[src/rtl/rocketcpu_audio_pkg.sv]
// ---------------------------------------------------------------------------
// rocketcpu_audio_pkg
// Shared definitions for the audio parameter scheduler: register-map offsets
// relative to the scheduler base address, CTRL bit positions and the commit
// FSM state encoding.
// ---------------------------------------------------------------------------
package rocketcpu_audio_pkg;

  // Byte offsets of the register windows, relative to BASE_ADR
  localparam logic [31:0] SHADOW_OFS = 32'h0000_0000;
  localparam logic [31:0] LIVE_OFS   = 32'h0000_0080;
  localparam logic [31:0] CTRL_OFS   = 32'h0000_0100;
  localparam logic [31:0] STATUS_OFS = 32'h0000_0104;

  // CTRL register bit positions
  localparam int COMMIT_BIT = 0;
  localparam int ABORT_BIT  = 1;

  // Commit FSM: IDLE waits for a commit request, ARMED waits for a sample tick
  typedef enum logic {
    IDLE  = 1'b0,
    ARMED = 1'b1
  } schedState_e;

endpackage

[src/rtl/rocketcpu_param_bank.sv]
// ---------------------------------------------------------------------------
// rocketcpu_param_bank
// NPARAMS pairs of 32-bit shadow/live registers. The CPU writes the shadow
// side through a byte-enable port; a single copy strobe moves every shadow
// word into the live side at once.
//
// Ports:
//   clk_i, rst_i      clock, asynchronous active-high reset
//   wrEn_i            shadow write strobe
//   wrIdx_i           shadow word index for writes (out-of-range is ignored)
//   wrData_i/wrSel_i  write data and byte enables
//   copy_i            bulk copy shadow -> live
//   rdIdx_i           word index for both read muxes
//   shadowRdata_o     shadow word at rdIdx_i (0 if out of range)
//   liveRdata_o       live word at rdIdx_i (0 if out of range)
//   params_o          flattened live bank, word k at [32k+31:32k]
// ---------------------------------------------------------------------------
module rocketcpu_param_bank #(
  parameter int NPARAMS = 12
) (
  input  logic                    clk_i,
  input  logic                    rst_i,
  input  logic                    wrEn_i,
  input  logic [4:0]              wrIdx_i,
  input  logic [31:0]             wrData_i,
  input  logic [3:0]              wrSel_i,
  input  logic                    copy_i,
  input  logic [4:0]              rdIdx_i,
  output logic [31:0]             shadowRdata_o,
  output logic [31:0]             liveRdata_o,
  output logic [32*NPARAMS-1:0]   params_o
);

  logic [31:0] shadow_q [NPARAMS];
  logic [31:0] live_q   [NPARAMS];

  // Shadow and live storage. The copy samples the shadow contents as they
  // stand before this edge, so a shadow write landing on the same edge as a
  // copy only reaches the shadow side and waits for the next commit.
  always_ff @(posedge clk_i or posedge rst_i) begin
    if (rst_i) begin
      for (int k = 0; k < NPARAMS; k++) begin
        shadow_q[k] <= '0;
        live_q[k]   <= '0;
      end
    end else begin
      for (int k = 0; k < NPARAMS; k++) begin
        if (copy_i) begin
          live_q[k] <= shadow_q[k];
        end
        if (wrEn_i && (wrIdx_i == 5'(k))) begin
          for (int b = 0; b < 4; b++) begin
            if (wrSel_i[b]) begin
              shadow_q[k][8*b +: 8] <= wrData_i[8*b +: 8];
            end
          end
        end
      end
    end
  end

  // Read muxes: an index past the last implemented word matches nothing and
  // so reads back as zero.
  always_comb begin
    shadowRdata_o = '0;
    liveRdata_o   = '0;
    for (int k = 0; k < NPARAMS; k++) begin
      if (rdIdx_i == 5'(k)) begin
        shadowRdata_o = shadow_q[k];
        liveRdata_o   = live_q[k];
      end
    end
  end

  // Flatten the live bank onto the datapath-facing bus
  always_comb begin
    params_o = '0;
    for (int k = 0; k < NPARAMS; k++) begin
      params_o[32*k +: 32] = live_q[k];
    end
  end

endmodule

[src/rtl/rocketcpu_param_scheduler.sv]
// ---------------------------------------------------------------------------
// rocketcpu_param_scheduler
// Wishbone slave that stages audio parameter writes in shadow registers and
// commits the whole set to the live outputs on the next audio sample tick,
// so multi-word parameter sets never change in the middle of a sample.
//
// Ports:
//   i_wb_clk, i_wb_rst   clock, asynchronous active-high reset
//   i_wb_adr/dat/sel/we  Wishbone address, write data, byte enables, write
//   i_wb_cyc             cycle/strobe
//   o_wb_rdt, o_wb_ack   registered read data, single-cycle acknowledge
//   i_sample_tick        one-cycle strobe per audio sample
//   o_params             live parameter bank, word k at [32k+31:32k]
//   o_commit_pulse       one cycle high when the live bank is updated
//   o_pending            commit armed, waiting for a tick
// ---------------------------------------------------------------------------
module rocketcpu_param_scheduler
  import rocketcpu_audio_pkg::*;
#(
  parameter int          NPARAMS  = 12,
  parameter logic [31:0] BASE_ADR = 32'h1000_0000
) (
  input  logic                  i_wb_clk,
  input  logic                  i_wb_rst,
  input  logic [31:0]           i_wb_adr,
  input  logic [31:0]           i_wb_dat,
  input  logic [3:0]            i_wb_sel,
  input  logic                  i_wb_we,
  input  logic                  i_wb_cyc,
  output logic [31:0]           o_wb_rdt,
  output logic                  o_wb_ack,
  input  logic                  i_sample_tick,
  output logic [32*NPARAMS-1:0] o_params,
  output logic                  o_commit_pulse,
  output logic                  o_pending
);

  schedState_e state_q, state_d;
  logic [7:0]  commitCount_q, commitCount_d;
  logic        ack_q, ack_d;
  logic [31:0] rdt_q, rdt_d;
  logic        commitPulse_q;

  logic [31:0] offset;
  logic        aligned, isShadow, isLive, isCtrl, isStatus;
  logic        access, ctrlWr, commitReq, abortReq, doCopy;
  logic [31:0] shadowRdata, liveRdata, readData;

  // Address decode. Word windows require an aligned address; anything that
  // falls outside the map reads as zero and swallows writes.
  always_comb begin
    offset   = i_wb_adr - BASE_ADR;
    aligned  = (offset[1:0] == 2'b00);
    isShadow = aligned && (offset[31:7] == SHADOW_OFS[31:7]);
    isLive   = aligned && (offset[31:7] == LIVE_OFS[31:7]);
    isCtrl   = (offset == CTRL_OFS);
    isStatus = (offset == STATUS_OFS);
  end

  // A bus access is taken only while no ack is outstanding, which makes
  // back-to-back requests complete on every other cycle.
  always_comb begin
    access    = i_wb_cyc && !ack_q;
    ctrlWr    = access && i_wb_we && isCtrl;
    commitReq = ctrlWr && i_wb_dat[COMMIT_BIT];
    abortReq  = ctrlWr && i_wb_dat[ABORT_BIT];
  end

  rocketcpu_param_bank #(
    .NPARAMS (NPARAMS)
  ) u_bank (
    .clk_i         (i_wb_clk),
    .rst_i         (i_wb_rst),
    .wrEn_i        (access && i_wb_we && isShadow),
    .wrIdx_i       (offset[6:2]),
    .wrData_i      (i_wb_dat),
    .wrSel_i       (i_wb_sel),
    .copy_i        (doCopy),
    .rdIdx_i       (offset[6:2]),
    .shadowRdata_o (shadowRdata),
    .liveRdata_o   (liveRdata),
    .params_o      (o_params)
  );

  // Commit FSM. In IDLE a commit request arms the scheduler unless an abort
  // is written alongside it. In ARMED a tick always wins: it performs the
  // copy even if an abort arrives on the same cycle. A tick seen in IDLE is
  // simply ignored, so a commit written on a tick cycle waits for the next.
  always_comb begin
    state_d = state_q;
    doCopy  = 1'b0;
    unique case (state_q)
      IDLE: begin
        if (commitReq && !abortReq) begin
          state_d = ARMED;
        end
      end
      ARMED: begin
        if (i_sample_tick) begin
          doCopy  = 1'b1;
          state_d = IDLE;
        end else if (abortReq) begin
          state_d = IDLE;
        end
      end
      default: state_d = IDLE;
    endcase
  end

  // Read data is taken from the register state before this access, and the
  // commit counter simply wraps at 8 bits.
  always_comb begin
    readData = '0;
    if (isShadow) begin
      readData = shadowRdata;
    end else if (isLive) begin
      readData = liveRdata;
    end else if (isStatus) begin
      readData = {16'h0000, commitCount_q, 7'h00, (state_q == ARMED)};
    end
    ack_d         = access;
    rdt_d         = access ? readData : '0;
    commitCount_d = doCopy ? commitCount_q + 8'd1 : commitCount_q;
  end

  // State, counter and bus response registers. The commit pulse is
  // registered from the same strobe that loads the live bank, so both move
  // together on the output side.
  always_ff @(posedge i_wb_clk or posedge i_wb_rst) begin
    if (i_wb_rst) begin
      state_q       <= IDLE;
      commitCount_q <= '0;
      ack_q         <= 1'b0;
      rdt_q         <= '0;
      commitPulse_q <= 1'b0;
    end else begin
      state_q       <= state_d;
      commitCount_q <= commitCount_d;
      ack_q         <= ack_d;
      rdt_q         <= rdt_d;
      commitPulse_q <= doCopy;
    end
  end

  assign o_wb_ack       = ack_q;
  assign o_wb_rdt       = rdt_q;
  assign o_commit_pulse = commitPulse_q;
  assign o_pending      = (state_q == ARMED);

endmodule

[config.mk]
export PLATFORM = sky130hd
export DESIGN_NAME = rocketcpu_param_scheduler
export DESIGN_NICKNAME = d
export VERILOG_FILES = /design/src/rtl/rocketcpu_audio_pkg.sv /design/src/rtl/rocketcpu_param_bank.sv /design/src/rtl/rocketcpu_param_scheduler.sv
export SDC_FILE = /design/constraint.sdc
export NUM_CORES = 2
export LEC_CHECK = 0
export ABC_AREA = 0
export BUFFER_PORTS_ARGS = -buffer_cell sky130_fd_sc_hd__buf_2
export CAP_MARGIN = 20
export CORE_MARGIN = 2
export CORE_UTILIZATION = 40
export DETAILED_ROUTE_END_ITERATION = 6
export GPL_ROUTABILITY_DRIVEN = 0
export PLACE_DENSITY = 0.61
export SLEW_MARGIN = 5
export SYNTH_ARGS = -nofsm -noshare
export SYNTH_HDL_FRONTEND = slang
export SYNTH_SLANG_ARGS = --single-unit
[constraint.sdc]
create_clock -name i_wb_clk -period 43.6 [get_ports i_wb_clk]
set_input_delay 0 -clock i_wb_clk [delete_from_list [all_inputs] [get_ports i_wb_clk]]
set_output_delay 0 -clock i_wb_clk [all_outputs]
set_load 0.05 [all_outputs]
Word level (Yosys, flattened, before mapping)
Cells that the tools add are included.
Word-level totals
  word-level logic and storage cells: 190
  output and inout port bits: 419
  flip-flop bits (word level): 811
  input bits: 73
Cells by class
  equal/unequal tests: 14
  reductions and logical operators: 74
  bitwise gates (word level): 1
  muxes and demuxes: 34
  $add $sub $neg: 2
Operators with widths (count)
  32-bit 2-to-1 mux: 27
  2-bit AND reduction: 48
  32-bit by 9-bit equality test with 1-bit output, second input constant: 2
  32-bit by 29-bit subtractor with 32-bit output, second input constant: 1
  25-bit by 1-bit equality test with 1-bit output, second input constant: 1
  25-bit logical NOT: 1
  1-bit logical AND: 21
  5-bit by 3-bit equality test with 1-bit output, second input constant: 4
  5-bit by 4-bit equality test with 1-bit output, second input constant: 4
  16-bit 2-to-1 mux: 1
  5-bit by 2-bit equality test with 1-bit output, second input constant: 2
  8-bit by 1-bit adder with 8-bit output, second input constant: 1
  5-bit by 1-bit equality test with 1-bit output, second input constant: 1
  5-bit logical NOT: 1
  1-bit 2-to-1 mux: 5
  1-bit logical NOT: 2
  2-bit logical NOT: 1
  1-bit one-hot mux with 2 select lines: 1
  1-bit inverter: 1

Logic depth before layout (Yosys ltp)
  depth after elaboration: 17
  mapped depth: 11
  depth with buffers taken out: 9

Hierarchy
A second synthesis with hierarchy kept.
Unflattened totals
  cell total of the unflattened synthesis: 3200
  area, all modules: 38341.8 sq um
By module, submodules not included
  rocketcpu_param_bank: instances 1, area each 36169.7 sq um, seq. area each 19218.4 sq um, cells an instance 2993
  rocketcpu_param_scheduler: instances 1, area each 2172.1 sq um, seq. area each 1076.0 sq um, cells an instance 207

Worst setup path after synthesis
OpenSTA, ideal clock, no wires.
  path kind: register to register
  from: reg ack_q (netlist: o_wb_ack)
  to: reg u_bank.shadow_q[240] in the netlist's numbering
  setup time: 0.125 ns
  buffers on the path: 1
  arrival time: 2.100 ns
  data required time: 43.475 ns
  period minus slack after synthesis: 2.224 ns
  cell stages (with the launch flop): 8
  slack: 41.376 ns
  cells stage by stage: dfrtp_1 nand2b_1 inv_1 and3_1 nand4_1 buf_4 nor2_4 mux2_2
On the way
  cells in the longest elaborated chain, start to end: 6
Ends and longest elaborated chain
  start: declaration: RTL line rocketcpu_param_scheduler.sv:40  | logic ack_q, ack_d;
  start signal: assignment: RTL line rocketcpu_param_scheduler.sv:139  | ack_q <= ack_d;
  1-bit logical NOT: RTL line rocketcpu_param_scheduler.sv:63  | access = i_wb_cyc && !ack_q;
  1-bit logical AND: RTL line rocketcpu_param_scheduler.sv:63
  net access: RTL line rocketcpu_param_scheduler.sv:46  | logic access, ctrlWr, commitReq, abortReq, doCopy;
  1-bit logical AND (2 in a row): RTL line rocketcpu_param_scheduler.sv:74  | .wrEn_i (access && i_wb_we && isShadow),
  1-bit logical AND: RTL line rocketcpu_param_bank.sv:51  | if (wrEn_i && (wrIdx_i == 5'(k))) begin
  2-bit AND reduction (no source line)
  end signal: indexed assignment: RTL line rocketcpu_param_bank.sv:54  | shadow_q[k][8*b +: 8] <= wrData_i[8*b +: 8];
  end: declaration: RTL line rocketcpu_param_bank.sv:34  | logic [31:0] shadow_q [NPARAMS];
The timed path passes the listed nets, and every way through them passes these cells.
A chain may end at the register's enable or synchronous reset.

Worst setup path in the final report
  from: in i_wb_adr[28]
  to: reg u_bank.shadow_q[160] in the netlist's numbering
On the way
  cells in the longest elaborated chain, start to end: 6
Ends and longest elaborated chain
  start: declaration: RTL line rocketcpu_param_scheduler.sv:25  | input logic [31:0] i_wb_adr,
  32-bit by 29-bit subtractor with 32-bit output: RTL line rocketcpu_param_scheduler.sv:52  | offset = i_wb_adr - BASE_ADR;
  25-bit logical NOT: RTL line rocketcpu_param_scheduler.sv:54  | isShadow = aligned && (offset[31:7] == SHADOW_OFS[31:7]);
  1-bit logical AND: RTL line rocketcpu_param_scheduler.sv:54
  1-bit logical AND: RTL line rocketcpu_param_scheduler.sv:74
  1-bit logical AND: RTL line rocketcpu_param_bank.sv:51
  2-bit AND reduction (no source line)
Every way passes these cells.

==> flow_metrics.env <==
export IMPL_dp_hpwl_mm=116.1
export IMPL_post_synth_num_cell_types=82
export IMPL_syn_avg_cell_area_sq_um=9.988
export IMPL_min_path_type="primary input to asynchronous set/reset pin"
export IMPL_io_pins=492
export IMPL_critical_path_required_ps=44150
export IMPL_drive_above_1_share=0.2727
export IMPL_h_tree_depth=3
export IMPL_final_cell_count_no_fill=5395
export IMPL_relSlewSlack=0.2118
export IMPL_cts_sinks=811
export IMPL_slew_violations=0
export IMPL_final_common_cell="nand2_1"
export IMPL_hold_viol=0
export IMPL_cp_cell_sequence="buf_2, inv_1, ha_1, nand3b_1, nor2_2, nand4_1, nor2_1, buf_4, and3_1, buf_4, nand2_1, mux2_2"
export IMPL_criticalPathCategory="primary input to register"
export IMPL_clkTransAtPathRegs_ps=60
export IMPL_die_w_microns=308.0
export IMPL_multi_input_area_sq_um=15560
export IMPL_start_util=0.4033
export IMPL_grt_ovfl_total=0
export IMPL_path_delay_family="simple AND/OR/NAND/NOR gates"
export IMPL_die_height_microns=308.0
export IMPL_sequential_cell_area_sq_um=20290
export IMPL_cts_tree="done"
export IMPL_ys_ff_latch=811
export IMPL_layout_common_cells="nand2_1 (1,270), dfrtp_1 (811), buf_2 (491), mux2_2 (376), a21oi_1 (151)"
export IMPL_grt_pass1_vias=30566
export IMPL_clock_skew_ps=25.83
export IMPL_syn_instance_count=3701
export IMPL_crit_path_top_delay_cell="nand4_1"
export IMPL_crit_path_start_kind="primary input"
export IMPL_max_freq_ghz=0.2629
export IMPL_period_minus_slack_ps=3803
export IMPL_power_density_nw_per_um2=36.07
export IMPL_nets=4223
export IMPL_finalSetupViolCount=0
export IMPL_drc=1
export IMPL_leakagePower_nw=23.21
export IMPL_finalCritPeriodShare=0.08723
export IMPL_ctsLongestPathBuffers=3
export IMPL_antenna_found_initial=7
export IMPL_cp_arrival_ps=4360
export IMPL_dieArea_sq_um=94860
export IMPL_ir_drop_v=0.00002696
export IMPL_tightest_slew_ps=1182
export IMPL_ys_warn_count=0
export IMPL_clk_latency_ps=670
export IMPL_dr_total_vias=32778
export IMPL_crit_path_end_kind="register"
export IMPL_syn_num_nets=3777
export IMPL_rsz0062_at_grt="no"
export IMPL_num_fill_cells=8649
export IMPL_io_buffers=491
export IMPL_placed_cells=5206
export IMPL_post_cts_buffers=0
export IMPL_setup_tns_ps=0
export IMPL_total_power_w=0.001575
export IMPL_drv_cap=0
export IMPL_ant_nets=0
export IMPL_synth_area_sq_um=36960
export IMPL_synthArstFlopShare=1.000
export IMPL_outcome="finished with violations"
export IMPL_ys_seq_area_frac=0.5490
export IMPL_detail_route_wl_per_cell_microns=30.16
export IMPL_synth_edf_count=0
export IMPL_critical_path_depth=12
export IMPL_critPathLaunch="i_wb_adr[28]"
export IMPL_synthFlopType="dfrtp_1"
export IMPL_via_per_inst=6.076
export IMPL_grt_max_degree=202
export IMPL_wirelength_mm=162.7
export IMPL_grt_usage=0.3370
export IMPL_r2r_cells=8
export IMPL_violations="DRC"
export IMPL_drt_first_pass_iters=7
export IMPL_crit_top_cell="buf_4"
export IMPL_area_delta_synth_final_pct=18.13
export IMPL_path_buf_inv=4
export IMPL_cpPeakStageDelay_ps=760
export IMPL_reg2reg_from="o_wb_ack"
export IMPL_cts_inserted_buffers=85
export IMPL_cp_max_fo=12
export IMPL_grt_pass1_wl_mm=230.5
export IMPL_root_buffer="clkbuf_16"
export IMPL_rows=111
export IMPL_detail_route_iter0_violations=4797
export IMPL_core_sq_um=91660
[path summary, 6_finish.rpt]
kind	to	slack (ps)
max reg2reg	o_wb_rdt[3]	40080
min in group i_wb_clk	o_wb_rdt[13]	70
max	u_bank.shadow_q[160]	39800
max in group asynchronous	u_bank.params_o[91]	40090
min	u_bank.params_o[303]	2
min reg2reg	u_bank.params_o[149]	490
[sequential cells by signal, indices dropped and copies added, names as in the netlist]
register	cells
commitCount_q	8
o_commit_pulse	1
o_pending	1
o_wb_ack	1
o_wb_rdt	32
u_bank.params_o	384
u_bank.shadow_q	384
[power breakdown]
part	total (W)	internal [W]	switching (W)
combinational	0.0000771	0.0000157	0.0000614
clock	0.000745	0.000429	0.000316
sequential	0.000753	0.000753	0.0000000313
[through the flow]
step                setup WS, ps  hold slack [ps]  utilization  cell area (sq um)
floorplan                  20820            131.7            -              36960
detailed placement         39280            181.9       0.4414              40460
global placement           39400            179.3       0.4414              40460
CTS                        39610            25.72       0.4758              43610
finish                     39800            2.463       0.4764              43670
global route               39570            107.1       0.4763              43660
[worst reg2reg max path: stages (launching register included)]
cell and delay [ps]:
dfrtp_1 380, nand2b_1 150, buf_4 200, inv_1 320, nand3_1 650, nor2_1 720
buf_4 400, o21ai_0 180, o22ai_1 370
[Yosys cell counts (16+ instances only)]
| cell type | number | area, sq um |
|---|---|---|
| nand2_1 | 1271 | 4771 |
| dfrtp_1 | 811 | 20290 |
| mux2_2 | 376 | 4234 |
| clkbuf_1 | 155 | 581.8 |
| a21oi_1 | 151 | 755.7 |
| o21ai_0 | 141 | 705.7 |
| a22oi_1 | 121 | 908.4 |
| nor2_1 | 109 | 409.1 |
| buf_2 | 59 | 295.3 |
| o22ai_1 | 53 | 331.6 |
| a221oi_1 | 34 | 297.8 |
| nand3_1 | 32 | 160.2 |
| nor2_4 | 30 | 337.8 |
| o221ai_1 | 23 | 201.4 |
| a222oi_1 | 20 | 200.2 |
| inv_1 | 17 | 63.81 |
| o211ai_1 | 17 | 127.6 |
| buf_4 | 16 | 120.1 |
[timing repair]
action,4_1_cts,5_1_grt
endpoints found under the setup margin,0,0
hold buffers,38,0
gates resized for setup,0,0
hold endpoints to repair,486,0
[area by class of cell]
class	count	share of cell area
Antenna cell	3	0.0001719
Clock buffer	129	0.05805
Clock inverter	17	0.005415
Inverter	18	0.001891
Multi-Input combinational cell	2628	0.3564
Sequential cell	811	0.4648
Tap cell	1186	0.03398
Timing Repair Buffer	603	0.07931
[logic make-up (layout without fill, tap and decap cells)]
group                    count (synthesis)  in the layout  synth area share
AND/OR/NAND/NOR                       1552           1552            0.1759
flip-flops                             811            811            0.5490
AO/OA/AOI/OAI                          673            673            0.1214
multiplexers                           391            391            0.1189
buffers and inverters                  262            767           0.03165
XOR/XNOR                                 9              9          0.002133
adder cells (fa/ha/maj)                  3              3          0.001016
other                                    0              3                 0
[per-layer routing]
metal / track usage / vias up / wire, microns
met2: 0.4663 / 2184 / 67130
met3: 0.1250 / 326 / 22760
met5: 0 / - / 54
met1: 0.4726 / 16571 / 65390
met4: 0.1392 / 10 / 7389
li1: - / 13687 / -
Note: power is estimated with default switching activity, not from simulation.
